File: config.mk
export PLATFORM = sky130hd
export DESIGN_NAME = booth_dispatch_flat
export DESIGN_NICKNAME = d
export VERILOG_FILES = /design/src/rtl/booth_pkg.sv /design/src/rtl/booth_dispatch_if.sv /design/src/rtl/booth_op_fifo.sv /design/src/rtl/booth_dispatch.sv /design/src/flat_wrapper.sv
export SDC_FILE = /design/constraint.sdc
export NUM_CORES = 1
export LEC_CHECK = 0
export ABC_AREA = 1
export BUFFER_PORTS_ARGS = -buffer_cell sky130_fd_sc_hd__clkbuf_2
export CORE_ASPECT_RATIO = 0.7
export CORE_UTILIZATION = 50
export DETAILED_ROUTE_END_ITERATION = 7
export PLACE_DENSITY = 0.76
export REMOVE_ABC_BUFFERS = 1
export SKIP_CTS_REPAIR_TIMING = 1
export SYNTH_ARGS = -nofsm -noshare
export SYNTH_HDL_FRONTEND = slang
export SYNTH_HIERARCHICAL = 1
export SYNTH_SLANG_ARGS = --single-unit
File: constraint.sdc
create_clock -name clk -period 5.4 [get_ports clk]
set_input_delay 1.08 -clock clk [delete_from_list [all_inputs] [get_ports clk]]
set_output_delay 1.08 -clock clk [all_outputs]
set_load 0.03 [all_outputs]
File: src/rtl/booth_pkg.sv
// Shared types and parameter helpers for the Booth multiplier dispatch front end.
package booth_pkg;

  typedef enum logic [1:0] {
    ST_IDLE      = 2'd0,
    ST_ISSUE     = 2'd1,
    ST_WAIT_CLR  = 2'd2,
    ST_WAIT_DONE = 2'd3
  } booth_state_e;

  localparam int BOOTH_WIDTH_DEFAULT  = 32;
  localparam int BOOTH_PROD_W_DEFAULT = 2 * BOOTH_WIDTH_DEFAULT;

  function automatic int booth_prod_width(input int width);
    return 2 * width;
  endfunction

  // Margin over the core's 3*WIDTH+3 worst case before a job is declared hung.
  function automatic int booth_timeout_default(input int width);
    return 4 * width + 8;
  endfunction

endpackage

File: src/rtl/booth_dispatch_if.sv
// Operand stream, core start/done handshake and result stream of booth_dispatch.
interface booth_dispatch_if
  import booth_pkg::*;
#(
  parameter int WIDTH = BOOTH_WIDTH_DEFAULT
) ();
  logic                 in_valid;
  logic                 in_ready;
  logic [WIDTH-1:0]     in_multiplier;
  logic [WIDTH-1:0]     in_multiplicand;
  logic                 mul_start;
  logic [WIDTH-1:0]     mul_multiplier;
  logic [WIDTH-1:0]     mul_multiplicand;
  logic                 mul_done;
  logic [2*WIDTH-1:0]   mul_product;
  logic                 out_valid;
  logic                 out_ready;
  logic [2*WIDTH-1:0]   out_product;
  logic                 out_error;
  logic                 busy;

  modport slave (
    input  in_valid, in_multiplier, in_multiplicand, mul_done, mul_product, out_ready,
    output in_ready, mul_start, mul_multiplier, mul_multiplicand,
    output out_valid, out_product, out_error, busy
  );

  modport master (
    output in_valid, in_multiplier, in_multiplicand, mul_done, mul_product, out_ready,
    input  in_ready, mul_start, mul_multiplier, mul_multiplicand,
    input  out_valid, out_product, out_error, busy
  );
endinterface

File: src/rtl/booth_op_fifo.sv
// Small synchronous FIFO holding operand pairs; full flag is registered.
module booth_op_fifo #(
  parameter int DEPTH = 4,
  parameter int DW    = 64,
  localparam int CW   = $clog2(DEPTH + 1)
) (
  input  logic          clk,
  input  logic          rst,
  input  logic          push_i,
  input  logic          pop_i,
  input  logic [DW-1:0] wdata_i,
  output logic [DW-1:0] rdata_o,
  output logic          full_o,
  output logic          empty_o,
  output logic [CW-1:0] count_o
);
  localparam int AW = $clog2(DEPTH);

  logic [DW-1:0] mem_q [DEPTH];
  logic [AW-1:0] wr_ptr_q, rd_ptr_q;
  logic [CW-1:0] count_q, count_d;
  logic          full_q;
  logic          do_push, do_pop;

  assign do_push = push_i && !full_q;
  assign do_pop  = pop_i && (count_q != '0);

  always_comb begin
    count_d = count_q;
    if (do_push && !do_pop) begin
      count_d = count_q + 1'b1;
    end else if (!do_push && do_pop) begin
      count_d = count_q - 1'b1;
    end
  end

  // Pointers wrap naturally because DEPTH is a power of two.
  always_ff @(posedge clk) begin
    if (rst) begin
      wr_ptr_q <= '0;
      rd_ptr_q <= '0;
      count_q  <= '0;
      full_q   <= 1'b0;
    end else begin
      if (do_push) wr_ptr_q <= wr_ptr_q + 1'b1;
      if (do_pop)  rd_ptr_q <= rd_ptr_q + 1'b1;
      count_q <= count_d;
      full_q  <= (count_d == CW'(DEPTH));
    end
  end

  always_ff @(posedge clk) begin
    if (do_push) mem_q[wr_ptr_q] <= wdata_i;
  end

  assign rdata_o = mem_q[rd_ptr_q];
  assign full_o  = full_q;
  assign empty_o = (count_q == '0);
  assign count_o = count_q;
endmodule

File: src/rtl/booth_dispatch.sv
// Queues operand pairs, runs the Booth core one job at a time and returns products.
module booth_dispatch
  import booth_pkg::*;
#(
  parameter int WIDTH   = BOOTH_WIDTH_DEFAULT,
  parameter int DEPTH   = 4,
  parameter int TIMEOUT = booth_timeout_default(WIDTH)
) (
  input  logic            clk,
  input  logic            rst,
  booth_dispatch_if.slave bus
);
  localparam int PW = booth_prod_width(WIDTH);
  localparam int TW = $clog2(TIMEOUT + 1);
  localparam int CW = $clog2(DEPTH + 1);
  localparam logic [TW-1:0] TIMEOUT_T = TW'(TIMEOUT);

  booth_state_e     state_q, state_d;
  logic [TW-1:0]    timer_q, timer_d;
  logic             mul_start_q, mul_start_d;
  logic [WIDTH-1:0] mplier_q, mcand_q;
  logic             out_valid_q, out_error_q;
  logic [PW-1:0]    out_product_q;

  logic [PW-1:0]    fifo_rdata;
  logic             fifo_full, fifo_empty;
  logic [CW-1:0]    fifo_count;
  logic             out_free, timed_out, latch, capture, expire, pop;

  booth_op_fifo #(
    .DEPTH (DEPTH),
    .DW    (PW)
  ) u_fifo (
    .clk     (clk),
    .rst     (rst),
    .push_i  (bus.in_valid),
    .pop_i   (pop),
    .wdata_i ({bus.in_multiplier, bus.in_multiplicand}),
    .rdata_o (fifo_rdata),
    .full_o  (fifo_full),
    .empty_o (fifo_empty),
    .count_o (fifo_count)
  );

  assign out_free  = !out_valid_q || bus.out_ready;
  assign timed_out = (timer_q == TIMEOUT_T);

  always_ff @(posedge clk) begin
    if (rst) state_q <= ST_IDLE;
    else     state_q <= state_d;
  end

  always_comb begin
    state_d = state_q;
    case (state_q)
      ST_IDLE:      if (!fifo_empty) state_d = ST_ISSUE;
      ST_ISSUE:     state_d = ST_WAIT_CLR;
      ST_WAIT_CLR: begin
        if (timed_out && out_free) state_d = ST_IDLE;
        else if (!bus.mul_done)    state_d = ST_WAIT_DONE;
      end
      ST_WAIT_DONE: if ((bus.mul_done || timed_out) && out_free) state_d = ST_IDLE;
      default:      state_d = ST_IDLE;
    endcase
  end

  // A real done wins over a timeout that expires in the same cycle.
  always_comb begin
    latch       = 1'b0;
    capture     = 1'b0;
    expire      = 1'b0;
    mul_start_d = 1'b0;
    timer_d     = timer_q;
    case (state_q)
      ST_IDLE:  latch = !fifo_empty;
      ST_ISSUE: begin
        mul_start_d = 1'b1;
        timer_d     = '0;
      end
      ST_WAIT_CLR: begin
        mul_start_d = bus.mul_done && !timed_out;
        expire      = timed_out && out_free;
        timer_d     = timed_out ? timer_q : timer_q + 1'b1;
      end
      ST_WAIT_DONE: begin
        capture = bus.mul_done && out_free;
        expire  = !bus.mul_done && timed_out && out_free;
        timer_d = timed_out ? timer_q : timer_q + 1'b1;
      end
      default: ;
    endcase
    pop = capture || expire;
  end

  always_ff @(posedge clk) begin
    if (rst) begin
      timer_q       <= '0;
      mul_start_q   <= 1'b0;
      mplier_q      <= '0;
      mcand_q       <= '0;
      out_valid_q   <= 1'b0;
      out_error_q   <= 1'b0;
      out_product_q <= '0;
    end else begin
      timer_q     <= timer_d;
      mul_start_q <= mul_start_d;
      if (latch) {mplier_q, mcand_q} <= fifo_rdata;
      if (pop) begin
        out_valid_q   <= 1'b1;
        out_error_q   <= expire;
        out_product_q <= capture ? bus.mul_product : '0;
      end else if (out_valid_q && bus.out_ready) begin
        out_valid_q <= 1'b0;
      end
    end
  end

  assign bus.in_ready         = !fifo_full;
  assign bus.mul_start        = mul_start_q;
  assign bus.mul_multiplier   = mplier_q;
  assign bus.mul_multiplicand = mcand_q;
  assign bus.out_valid        = out_valid_q;
  assign bus.out_product      = out_product_q;
  assign bus.out_error        = out_error_q;
  assign bus.busy             = (state_q != ST_IDLE) || (fifo_count != '0);
endmodule

File: src/flat_wrapper.sv
// flat-port wrapper written by rule: the top's interface ports become plain ports
module booth_dispatch_flat import booth_pkg::*;
#(
  parameter int WIDTH   = BOOTH_WIDTH_DEFAULT,
  parameter int DEPTH   = 4,
  parameter int TIMEOUT = booth_timeout_default(WIDTH)
)
  (clk, rst, bus_in_valid, bus_in_multiplier, bus_in_multiplicand, bus_mul_done, bus_mul_product, bus_out_ready, bus_in_ready, bus_mul_start, bus_mul_multiplier, bus_mul_multiplicand, bus_out_valid, bus_out_product, bus_out_error, bus_busy);
  booth_dispatch_if #(.WIDTH(WIDTH)) bus_i ();
  input  logic clk;
  input  logic rst;
  input wire logic [$bits(bus_i.in_valid)-1:0] bus_in_valid;
  input wire logic [$bits(bus_i.in_multiplier)-1:0] bus_in_multiplier;
  input wire logic [$bits(bus_i.in_multiplicand)-1:0] bus_in_multiplicand;
  input wire logic [$bits(bus_i.mul_done)-1:0] bus_mul_done;
  input wire logic [$bits(bus_i.mul_product)-1:0] bus_mul_product;
  input wire logic [$bits(bus_i.out_ready)-1:0] bus_out_ready;
  output wire logic [$bits(bus_i.in_ready)-1:0] bus_in_ready;
  output wire logic [$bits(bus_i.mul_start)-1:0] bus_mul_start;
  output wire logic [$bits(bus_i.mul_multiplier)-1:0] bus_mul_multiplier;
  output wire logic [$bits(bus_i.mul_multiplicand)-1:0] bus_mul_multiplicand;
  output wire logic [$bits(bus_i.out_valid)-1:0] bus_out_valid;
  output wire logic [$bits(bus_i.out_product)-1:0] bus_out_product;
  output wire logic [$bits(bus_i.out_error)-1:0] bus_out_error;
  output wire logic [$bits(bus_i.busy)-1:0] bus_busy;
  assign bus_i.in_valid = bus_in_valid;
  assign bus_i.in_multiplier = bus_in_multiplier;
  assign bus_i.in_multiplicand = bus_in_multiplicand;
  assign bus_i.mul_done = bus_mul_done;
  assign bus_i.mul_product = bus_mul_product;
  assign bus_i.out_ready = bus_out_ready;
  assign bus_in_ready = bus_i.in_ready;
  assign bus_mul_start = bus_i.mul_start;
  assign bus_mul_multiplier = bus_i.mul_multiplier;
  assign bus_mul_multiplicand = bus_i.mul_multiplicand;
  assign bus_out_valid = bus_i.out_valid;
  assign bus_out_product = bus_i.out_product;
  assign bus_out_error = bus_i.out_error;
  assign bus_busy = bus_i.busy;
  booth_dispatch #(.WIDTH(WIDTH), .DEPTH(DEPTH), .TIMEOUT(TIMEOUT)) u_core (.clk(clk), .rst(rst), .bus(bus_i));
endmodule
==> impl_results.md, run 1 <==
* Power dissipated by switching net loads at 2.27 mW
* Hold Fails Final Rpt at 0
* Worst Tran Pin Value at 1.14 ns
* Busiest metal layer after global routing: met2
* Worst Path Buf+Inv at 2
* Skew-Pair Late Insertion Delay at 0.54 ns
* Net count reported at finish at 1773
* Share of the clock period used by the worst path after layout at 50.1%
* Dominant cell type by area after synthesis: sky130_fd_sc_hd__edfxtp_1
* Post-synth cell types at 33
* Worst hold slack after final layout at 0.477 ns
* Total Negative Setup Slacks at 0 ns
* Ratio of cells with drive above 1 in the final layout at 21.8%
* Area enclosed by the die boundary at 31600 µm²
* Portion of total power attributed to combinational logic at 17.5%
* Synth Area per Inst at 11.1 µm²
* Post-synthesis instance total at 1396
* TritonCTS clock tree: done
* Die span in x at 212 µm
* Synth top area cells: sky130_fd_sc_hd__edfxtp_1, sky130_fd_sc_hd__dfxtp_1, sky130_fd_sc_hd__nor2_1
* Max Clock Skew at 0.0229 ns
* Global-route wire length before repair at 54100 µm
* Area of the core region at 30200 µm²
* Per-cell routed wire length at 17.0 µm
* Highest attainable clock frequency at 0.369 GHz
* Met2 track demand over resource in global routing at 34.8%
* Crit Path Max Fanout at 7
* Boundary pin count at 266
* Outcome: complete, no violations
* GR Util met3 at 3.85%
* LEAKAGE at 7.01 nW
* Filler Cell Count at 2437
* Clock-pin slew on the worst setup and hold paths at 0.06 ns
* IR drop worst, VDD at 0.000268 V
* Critical path type: register to primary output
* Number of antenna violations at the first check in global routing at 4
* Number of buffers between clock root and the deepest sink at 3
* Total congestion overflow after global routing at 0
* Number of max-capacitance violations reported at 0
* Sequential share of power at 47.5%
* Average via count per standard cell at 5.32
* Port Buffers at 265
* Largest net degree at the start of global routing at 82
* Cell-internal power at 5.55 mW
* Met1 track demand over resource in global routing at 30.5%
* Delay-heaviest family, CP: flip-flops
* Critical path's slowest cell: sky130_fd_sc_hd__dfxtp_1
* Count of final max-slew check failures at 0
* Final Setup Violations at 0
* Detail Route Antenna Nets at 0
* Effective utilization at floorplan at 51.2%
* Share of async-settable or async-resettable flops after synthesis at 0%
* Number of design rule violations left after detail routing at 0
* Total iterations of the first detailed-routing run at 7
* Number of core rows at 53
* HP Class: register to register
* Final HPWL from detailed placement at 20800 µm
* Area fraction of the dominant cell type after synthesis at 49.8%
* Required time at the endpoint of the critical path at 4.32 ns
* Switching share of total power at 29.1%
* Yosys reg bits at 407
* Cells traversed along the worst timing path: inv_1, ha_1, nand2_1, clkbuf_2
* Portion of total power attributed to the clock network at 35.0%
* GRT Resource Usage Total at 21.8%
* Area grow syn2layout at 17.7%
* Die height at 149 µm
* Warnings, synthesis at 6
* Number of clock buffers inserted by TritonCTS at 39
* Crit path launch type: register
* Vias in the first global route at 10.2k
* H-tree level count at 2
* Critical Path AT at 1.63 ns
* Total standard cell area after synthesis at 15400 µm²
* Min Clock Period, post-route at 2.71 ns
* Total routed wirelength at 35200 µm
* EDFF count, synth at 256
* Setup repair after global routing missed its margin: false
* Highest cell delay on the worst timing path at 0.46 ns
* Root buffer cell: sky130_fd_sc_hd__clkbuf_16
* Routability-driven placement congestion ratio at 0.826
* Worst slew margin relative to its limit at 23.9%
* Number of sinks on the clock net at 407
* Power per cell area at 430 nW/µm²
* Primary FF master, synth: sky130_fd_sc_hd__edfxtp_1
* First DRT Iteration DRCs at 796
* Type of destination of the critical path: primary output
* Share of synthesized area occupied by flip-flops and latches at 69.3%
* Total vias in the final route at 11.0k
[power groups by stage]
| stage | Sequential (mW) | Combinational [mW] | Clock (mW) |
|---|---|---|---|
| after floorplan | 4.13 | 0.506 | 0 |
| after global placement | 3.77 | 1.35 | 0 |
| after detailed placement | 3.78 | 1.37 | 0 |
| after CTS | 3.72 | 1.38 | 2.78 |
| after global routing | 3.75 | 1.49 | 2.90 |
| final | 3.72 | 1.37 | 2.74 |
[worst paths after layout]
| kind | end | depth (start not counted) | slack (ns) | start |
|---|---|---|---|---|
| max reg2reg | u_core/bus.mul_multiplicand[9] | 9 | 2.74 | u_core/u_fifo/count_o[0] |
| min | u_core/u_fifo/rd_ptr_q[0] | 1 | 0.48 | u_core/u_fifo/rd_ptr_q[0] |
| max | bus_busy | 4 | 2.69 | u_core/state_q[1] |
| min reg2reg | u_core/u_fifo/rd_ptr_q[0] | 1 | 0.48 | u_core/u_fifo/rd_ptr_q[0] |
[worst reg2reg max path: cells and delay by family (launching register included)]
kind / cells / cell delay, ns
and+or+nand+nor: 3 / 0.58
DFF: 1 / 0.40
adders and majority gates: 2 / 0.47
buffers and inverters: 4 / 1.08
[routing by layer]
metal	part of all wire (%)	vias up
li1	-	5343
met1	45	5266
met2	46	344
met3	6.1	66
met4	2.5	4
met5	0.071	-
[through the flow]
stage               power [mW]  instance area, µm²  util, %  cells  setup slack [ns]
CTS                       7.87               18200     60.2   2069              2.69
finish                    7.82               18200     60.2   2071              2.69
detailed placement        5.15               16900     56.0   1997              2.35
floorplan                 4.64               14900        -   1305             0.954
global placement          5.13               16900     56.0   1997              2.38
global route              8.13               18200     60.2   2071              2.53
[layout by cell type (no fill, tap or decap), drive strengths merged]
cell type  synthesis  routed
inv               43      47
buf               47      15
nor2             289     289
clkbuf            44     314
a31oi              1       1
nor3               1       1
a21boi             1       1
xnor2              1       1
nand2            124     124
o21bai             1       1
nand4              3       3
a21oi             77      77
nand3b             1       1
ha                14      14
dfxtp            151     151
o22ai             64      64
nand3             78      78
bufinv             0       5
o21ai            195     195
clkinv             1      13
edfxtp           256     256
xor2               4       4
clkinvlp           0       2
diode              0       2
[registers in the layout (all words and copies together) (netlist names), named ones only]
name and flops:
u_core/bus.mul_multiplicand 32, u_core/bus.mul_multiplier 32, u_core/bus.mul_start 1, u_core/bus.out_error 1
u_core/bus.out_product 64, u_core/bus.out_valid 1, u_core/state_q 2, u_core/timer_q 8
u_core/u_fifo/count_o 3, u_core/u_fifo/full_o 1, u_core/u_fifo/mem_q 256, u_core/u_fifo/rd_ptr_q 2
u_core/u_fifo/wr_ptr_q 2
[area by class of cell]
| cell class | count | area [µm²] | area share (%) |
|---|---|---|---|
| Sequential cell | 407 | 10700 | 59.0 |
| Multi-Input combinational cell | 854 | 4050 | 22.3 |
| Timing Repair Buffer | 280 | 1440 | 7.92 |
| Clock buffer | 49 | 1030 | 5.69 |
| Tap cell | 412 | 515 | 2.84 |
| Clock inverter | 23 | 249 | 1.37 |
| Inverter | 44 | 170 | 0.936 |
| Antenna cell | 2 | 5.00 | 0.0275 |
[kinds of logic (layout without fill, tap and decap cells)]
kind of cell | after synthesis | after routing | synth area share, %
XOR/XNOR | 5 | 5 | 0.283
AO/OA/AOI/OAI | 339 | 339 | 11.5
AND/OR/NAND/NOR | 496 | 496 | 13.0
flip-flops | 407 | 407 | 69.3
adder cells (fa/ha/maj) | 14 | 14 | 1.13
other | 0 | 2 | 0
buffers and inverters | 135 | 396 | 4.74
[cell usage after synthesis, types with 2 or more instances]
cell type,number
sky130_fd_sc_hd__inv_2,6
sky130_fd_sc_hd__edfxtp_1,256
sky130_fd_sc_hd__o21ai_1,56
sky130_fd_sc_hd__xor2_1,4
sky130_fd_sc_hd__inv_4,2
sky130_fd_sc_hd__a21oi_1,77
sky130_fd_sc_hd__ha_1,14
sky130_fd_sc_hd__nor2_1,286
sky130_fd_sc_hd__buf_2,11
sky130_fd_sc_hd__clkbuf_2,3
sky130_fd_sc_hd__inv_1,35
sky130_fd_sc_hd__dfxtp_1,151
sky130_fd_sc_hd__nand2_1,121
sky130_fd_sc_hd__buf_4,12
sky130_fd_sc_hd__buf_1,3
sky130_fd_sc_hd__nand3_1,78
sky130_fd_sc_hd__clkbuf_1,41
sky130_fd_sc_hd__nor2_2,2
sky130_fd_sc_hd__buf_6,21
sky130_fd_sc_hd__nand2_2,2
sky130_fd_sc_hd__nand4_1,2
sky130_fd_sc_hd__o22ai_1,64
sky130_fd_sc_hd__o21ai_0,139
No activity file was read; power rests on OpenSTA's default activity.
==> run 2: changes to the inputs <==
- PLACE_DENSITY: 0.76 -> 0.79
- clock period: 5.4 -> 2.47 ns (I/O delays scaled with it)
==> run 2 against run 1 <==
Hold slack got worse by 0.31 ns; wire length rose by 3.2%; final cell count rose by 0.34%; non-clock buffer count rose by 7; sequential cell count did not move; clock skew fell by 0.0091 ns; via count rose by 0.12%; count of clock-buffer cells in the layout rose by 1; sequential share of layout area fell by 0.44 points; first-iteration DRC count fell by 0.50%; critical path depth rose by 4; clock power rose by 110%.
==> impl_results.md, run 2 (synthesized netlist as in run 1, its figures left out) <==
* Outcome: complete, no violations
* Boundary pin count at 266 (unchanged)
* Share of the clock period used by the worst path after layout at 88.1%
* Routability-driven placement congestion ratio at 0.853 (+3.3%)
* Skew-Pair Late Insertion Delay at 0.54 ns (about the same)
* Average via count per standard cell at 5.31 (-0.22%)
* Number of antenna violations at the first check in global routing at 7 (+3)
* Number of sinks on the clock net at 407 (unchanged)
* Commonest non-fill, non-tap cells in the layout: sky130_fd_sc_hd__nor2_1, sky130_fd_sc_hd__clkbuf_2, sky130_fd_sc_hd__edfxtp_1
* Crit Path Max Fanout at 34 (+27)
* First DRT Iteration DRCs at 792 (-0.50%)
* Worst setup path end: u_core/bus.mul_multiplier[1]
* Total vias in the final route at 11.0k (+0.12%)
* LEAKAGE at 7.06 nW (+0.70%)
* HP Class: primary input to register
* Portion of total power attributed to the clock network at 34.6% (-0.4 points)
* Slack of the worst reg-to-reg path at 0.29 ns (-2.45 ns)
* Number of design rule violations left after detail routing at 0 (unchanged)
* Max Clock Skew at 0.0137 ns (-0.00914 ns)
* Cell-internal power at 12.0 mW (+120%)
* Ratio of cells with drive above 1 in the final layout at 22.4% (+0.61 points)
* Type of destination of the critical path: register
* Cell depth of the worst flop-to-flop path at 8 (-1)
* Final worst slack at 0.294 ns (-2.40 ns)
* Hold Fails Final Rpt at 0 (unchanged)
* Reg-to-reg critical path startpoint: u_core/u_fifo/count_o[0]
* Area enclosed by the die boundary at 31600 µm² (unchanged)
* Power dissipated by switching net loads at 5.00 mW (+120%)
* Final Setup Violations at 0 (unchanged)
* Effective utilization at floorplan at 51.2% (unchanged)
* Number of core rows at 53 (unchanged)
* Crit path launch type: register
* Power per cell area at 931 nW/µm² (+120%)
* Die height at 149 µm (unchanged)
* Number of clock buffers inserted by TritonCTS at 38 (-2.6%)
* Number of max-capacitance violations reported at 0 (unchanged)
* Critical Path AT at 2.65 ns (+1.02 ns)
* GRT Resource Usage Total at 22.7% (+0.84 points)
* Number of buffers between clock root and the deepest sink at 3 (unchanged)
* IR drop worst, VDD at 0.000507 V (+89%)
* Area of the core region at 30200 µm² (unchanged)
* Largest net degree at the start of global routing at 129 (+57%)
* Total iterations of the first detailed-routing run at 5 (-2)
* Source of the critical timing path: u_core/u_fifo/count_o[0]
* Area grow syn2layout at 18.5%
* Critical path type: register to register
* Multi-input logic area at 4050 µm² (unchanged)
* Switching share of total power at 29.4% (+0.30 points)
* Root buffer cell: sky130_fd_sc_hd__clkbuf_16
* Worst setup slack after placement at 0.324 ns (-2.02 ns)
* Required time at the endpoint of the critical path at 2.94 ns (-1.38 ns)
* Net count reported at finish at 1779 (+0.34%)
* R2R Path End: u_core/bus.mul_multiplier[1]
* Register Area at 10700 µm² (unchanged)
* Setup repair after global routing missed its margin: false
* Per-cell routed wire length at 17.5 µm (+2.8%)
* Highest attainable clock frequency at 0.459 GHz
* Worst slew margin relative to its limit at 46.9% (+23 points)
* Max FFs per register at 256 (unchanged)
* Commonest non-fill, non-tap cell in the layout: sky130_fd_sc_hd__nor2_1
* Total Negative Setup Slacks at 0 ns (unchanged)
* Worst Tran Pin Value at 0.797 ns (-0.345 ns)
* Vias in the first global route at 10.4k (+2.1%)
* Total routed wirelength at 36400 µm (+3.2%)
* Portion of total power attributed to combinational logic at 17.8% (+0.3 points)
* Count of placed standard cells in the final layout, fillers left out at 2078 (+0.34%)
* Global-route wire length before repair at 55500 µm (+2.6%)
* Clock-pin slew on the worst setup and hold paths at 0.07 ns (about the same)
* Detail Route Antenna Nets at 0 (unchanged)
* TritonCTS clock tree: done
* Total placed cells including tap cells at 2004 (+0.35%)
* Total congestion overflow after global routing at 0 (unchanged)
* Port Buffers at 265 (unchanged)
* Die span in x at 212 µm (unchanged)
* Sum of internal, switching and leakage power at 17.0 mW (+120%)
* Min Clock Period, post-route at 2.18 ns
* Sequential share of power at 47.7% (+0.2 points)
* H-tree level count at 2 (unchanged)
* Count of final max-slew check failures at 0 (unchanged)
* Largest Register: u_core/u_fifo/mem_q
* Filler Cell Count at 2386 (-2.1%)
* Final HPWL from detailed placement at 21700 µm (+4.3%)
-- run 2: cell count changes in the layout (fill, tap and decap cells not counted), sizes merged --
| cell | change |
|---|---|
| clkbuf | +1 |
| bufinv | -2 |
| diode | +3 |
| buf | +7 |
| inv | -2 |
| clkinv | -3 |
| clkinvlp | +3 |
-- run 2: layout make-up --
cell class	count	area share [%]
inverter	44	0.929
tap	412	2.81
multi-input combinational	854	22.1
clock buffer	50	5.88
clock inverter	19	0.998
timing repair buffer	287	8.69
antenna	5	0.0683
sequential	407	58.5
-- run 2: critical path: stages, from the launching register on --
cell and delay [ns]:
sky130_fd_sc_hd__dfxtp_1 0.34, sky130_fd_sc_hd__inv_1 0.09, sky130_fd_sc_hd__ha_1 0.15, sky130_fd_sc_hd__ha_1 0.29, sky130_fd_sc_hd__nor2_4 0.08, sky130_fd_sc_hd__inv_2 0.57
sky130_fd_sc_hd__buf_4 0.38, sky130_fd_sc_hd__nor2_1 0.08, sky130_fd_sc_hd__nor2_1 0.11
-- run 2: routing by layer --
layer | vias to the layer above | share of wire (%) | global-route usage [%]
met5 | - | 0.085 | 0
met4 | 4 | 2.1 | 7.14
met3 | 55 | 6.4 | 4.95
met2 | 315 | 48 | 36.2
met1 | 5294 | 44 | 30.9
li1 | 5368 | - | -
-- run 2: metrics by stage --
stage | hold WS, ns | area, µm² | utilization [%]
after global placement | 0.454 | 17000 | 56.5
after global routing | 0.160 | 18300 | 60.7
after detailed placement | 0.465 | 17000 | 56.5
after CTS | 0.149 | 18300 | 60.7
after floorplan | 0.444 | 14900 | -
final | 0.167 | 18300 | 60.7
-- run 2: worst min path at each step --
stage                              startpoint                         end  slack, ns  cells past startpoint
floorplan           u_core/u_fifo/rd_ptr_q[0]                    register       0.44                      1
global placement         u_core/bus.out_error        u_core/bus.out_error       0.45                      2
detailed placement       u_core/bus.out_error        u_core/bus.out_error       0.46                      2
CTS                     bus_in_multiplier[19]  u_core/u_fifo/mem_q[3][51]       0.15                      1
global route            bus_in_multiplier[31]  u_core/u_fifo/mem_q[3][63]       0.16                      1
finish                  bus_in_multiplier[19]  u_core/u_fifo/mem_q[0][51]       0.17                      1
-- run 2: power by group through the flow --
stage | combinational (mW) | sequential [mW] | clock, mW
4_1_cts | 3.04 | 8.13 | 5.98
3_5_place_dp | 3.02 | 8.26 | 0
2_1_floorplan | 1.11 | 9.04 | 0
5_1_grt | 3.30 | 8.19 | 6.25
6_report | 3.03 | 8.13 | 5.89
3_3_place_gp | 2.97 | 8.25 | 0
==> run 3: changes to the inputs <==
- CORE_ASPECT_RATIO: 0.7 -> 2
- SKIP_LAST_GASP: unset -> 1
==> run 3 against run 2 <==
Combinational power is essentially flat; largest power group unchanged; largest cell class unchanged; wire length shrank 0.51%; final cell count shrank 2.5%; sequential cell count is the same; die area is essentially flat.
==> impl_results.md, run 3 (synthesized netlist as in run 1, its figures left out) <==
* Outcome: complete, no violations
* Min Clock Period, post-route at 2.14 ns (-0.0382 ns)
* Share of the clock period used by the worst path after layout at 86.6% (-1.5 points)
* Area of the core region at 30300 µm² (+0.39%)
* Number of max-capacitance violations reported at 0 (unchanged)
* Final HPWL from detailed placement at 21600 µm (-0.43%)
* Dpl cell area at 17000 µm² (-0.26%)
* Boundary pin count at 266 (unchanged)
* Total iterations of the first detailed-routing run at 5 (unchanged)
* Slack of the worst reg-to-reg path at 0.43 ns (+0.14 ns)
* Highest cell delay on the worst timing path at 0.45 ns (-0.12 ns)
* Crit Path Max Fanout at 7 (-79%)
* Setup repair after global routing missed its margin: false
* Hold Fails Final Rpt at 0 (unchanged)
* Crit path launch type: register
* Vias in the first global route at 11.2k (+7.9%)
* Filler Cell Count at 2370 (-0.67%)
* Largest net degree at the start of global routing at 93 (-28%)
* Final Setup Violations at 0 (unchanged)
* Net count reported at finish at 1775 (-0.22%)
* Delay-heaviest family, CP: flip-flops
* Worst setup slack after placement at 0.422 ns (+0.0989 ns)
* Hold path start: bus_in_multiplier[16]
* Skew-Pair Late Insertion Delay at 0.52 ns (-0.02 ns)
* Number of sinks on the clock net at 407 (unchanged)
* Port Buffers at 265 (unchanged)
* Count of placed standard cells in the final layout, fillers left out at 2026 (-2.5%)
* Portion of total power attributed to combinational logic at 18.2% (+0.4 points)
* Critical Path AT at 1.64 ns (-1.01 ns)
* Max FFs per register at 256 (unchanged)
* Critical path's slowest cell: sky130_fd_sc_hd__dfxtp_1
* Effective utilization at floorplan at 51.0% (-0.20 points)
* Number of antenna violations at the first check in global routing at 5 (-2)
* Root buffer cell: sky130_fd_sc_hd__clkbuf_16
* Critical path type: register to primary output
* Die span in x at 126 µm (-40%)
* Number of buffers between clock root and the deepest sink at 3 (unchanged)
* Terminating pin of the worst hold path: u_core/u_fifo/mem_q[0][48]
* Largest Register: u_core/u_fifo/mem_q
* First DRT Iteration DRCs at 622 (-21%)
* Reg-to-reg critical path startpoint: u_core/state_q[1]
* Max Clock Skew at 0.0149 ns (+0.00120 ns)
* Area grow syn2layout at 17.6%
* Area enclosed by the die boundary at 31600 µm² (about the same)
* Worst Path Buf+Inv at 2 (-1)
* Number of design rule violations left after detail routing at 0 (unchanged)
* GRT Resource Usage Total at 23.1% (+0.40 points)
* Worst slew margin relative to its limit at 51.7% (+4.9 points)
* Required time at the endpoint of the critical path at 1.98 ns (-0.96 ns)
* Clock-pin slew on the worst setup and hold paths at 0.07 ns (about the same)
* Power per cell area at 921 nW/µm² (-1.0%)
* Total placed cells including tap cells at 1958 (-2.3%)
* Cells traversed along the worst timing path: inv_1, ha_1, nand2_1, clkbuf_2
* Post-route cell area at 18200 µm² (-0.79%)
* Commonest non-fill, non-tap cells in the layout: sky130_fd_sc_hd__nor2_1, sky130_fd_sc_hd__clkbuf_2, sky130_fd_sc_hd__edfxtp_1
* Final worst slack at 0.332 ns (+0.0382 ns)
* TritonCTS clock tree: done
* Count of final max-slew check failures at 0 (unchanged)
* Worst Tran Pin Value at 0.724 ns (-0.0728 ns)
* Portion of total power attributed to the clock network at 33.0% (-1.6 points)
* LEAKAGE at 7.02 nW (-0.60%)
* Highest attainable clock frequency at 0.468 GHz (+1.8%)
* Instance count along the most critical hold path at 1 (unchanged)
* Sequential share of power at 48.8% (+1.1 points)
* Total congestion overflow after global routing at 0 (unchanged)
* Source of the critical timing path: u_core/state_q[1]
* Total Negative Setup Slacks at 0 ns (unchanged)
* Number of clock buffers inserted by TritonCTS at 36 (-5.3%)
* Die height at 251 µm (+68%)
* Type of destination of the critical path: primary output
* Cell depth of the worst flop-to-flop path at 13 (+5)
* Global-route wire length before repair at 56900 µm (+2.5%)
* Sum of internal, switching and leakage power at 16.7 mW (-1.8%)
* R2R Path End: u_core/u_fifo/full_o
* Routability-driven placement congestion ratio at 0.808 (-5.3%)
* IR drop worst, VDD at 0.000588 V (+16%)
* Number of core rows at 90 (+70%)
* Total routed wirelength at 36200 µm (-0.51%)
* Switching share of total power at 29.4% (+0.030 points)
* Average via count per standard cell at 5.53 (+4.1%)
* Total vias in the final route at 11.2k (+1.5%)
* Per-cell routed wire length at 17.9 µm (+2.0%)
* Ratio of cells with drive above 1 in the final layout at 21.9% (-0.50 points)
* HP Class: primary input to register
* Detail Route Antenna Nets at 0 (unchanged)
* Commonest non-fill, non-tap cell in the layout: sky130_fd_sc_hd__nor2_1
* Power dissipated by switching net loads at 4.92 mW (-1.7%)
* Cell-internal power at 11.8 mW (-1.9%)
* H-tree level count at 2 (unchanged)
run 3: cell count changes in the layout (fill, tap and decap cells not counted), moves of 2 or more:
| cell | change |
|---|---|
| sky130_fd_sc_hd__clkinvlp_4 | -3 |
| sky130_fd_sc_hd__clkbuf_8 | -4 |
| sky130_fd_sc_hd__clkbuf_16 | -2 |
| sky130_fd_sc_hd__buf_12 | +2 |
| sky130_fd_sc_hd__buf_4 | -4 |
run 3: worst max-delay path by stage:
stage,cells past startpoint,to
global route,13,u_core/u_fifo/full_o
detailed placement,13,u_core/u_fifo/full_o
CTS,4,bus_busy
finish,4,bus_busy
floorplan,2,u_core/u_fifo/mem_q[0][0]
global placement,14,u_core/u_fifo/full_o
run 3: area by class of cell:
| class | instances | area [µm²] | share of cell area (%) |
|---|---|---|---|
| diodes | 5 | 12.5 | 0.0689 |
| flip-flops and latches | 407 | 10700 | 59.0 |
| repair buffers | 285 | 1600 | 8.82 |
| inverters | 44 | 170 | 0.937 |
| multi-input cells | 854 | 4050 | 22.3 |
| well taps | 368 | 460 | 2.53 |
| clock buffers | 45 | 976 | 5.37 |
| clock inverters | 18 | 184 | 1.01 |
run 3: through the flow:
step	hold WS, ns	utilization (%)
after detailed placement	0.473	56.1
final	0.186	60.0
after floorplan	0.444	-
after global routing	0.167	60.0
after CTS	0.164	59.9
after global placement	0.454	56.1
run 3: per-layer routing:
metal | global-route usage (%) | part of all wire, % | vias to the layer above
met3 | 3.70 | 6.8 | 76
met4 | 11.7 | 3.9 | 0
met2 | 43.0 | 53 | 501
li1 | - | - | 5329
met1 | 24.8 | 36 | 5291
met5 | 0 | 0 | -
run 3: power groups by stage:
stage	combinational (mW)	clock [mW]	sequential [mW]
finish	3.05	5.52	8.17
global route	3.31	5.87	8.22
CTS	3.06	5.63	8.17
detailed placement	3.04	0	8.31
global placement	2.99	0	8.28
floorplan	1.11	0	9.04
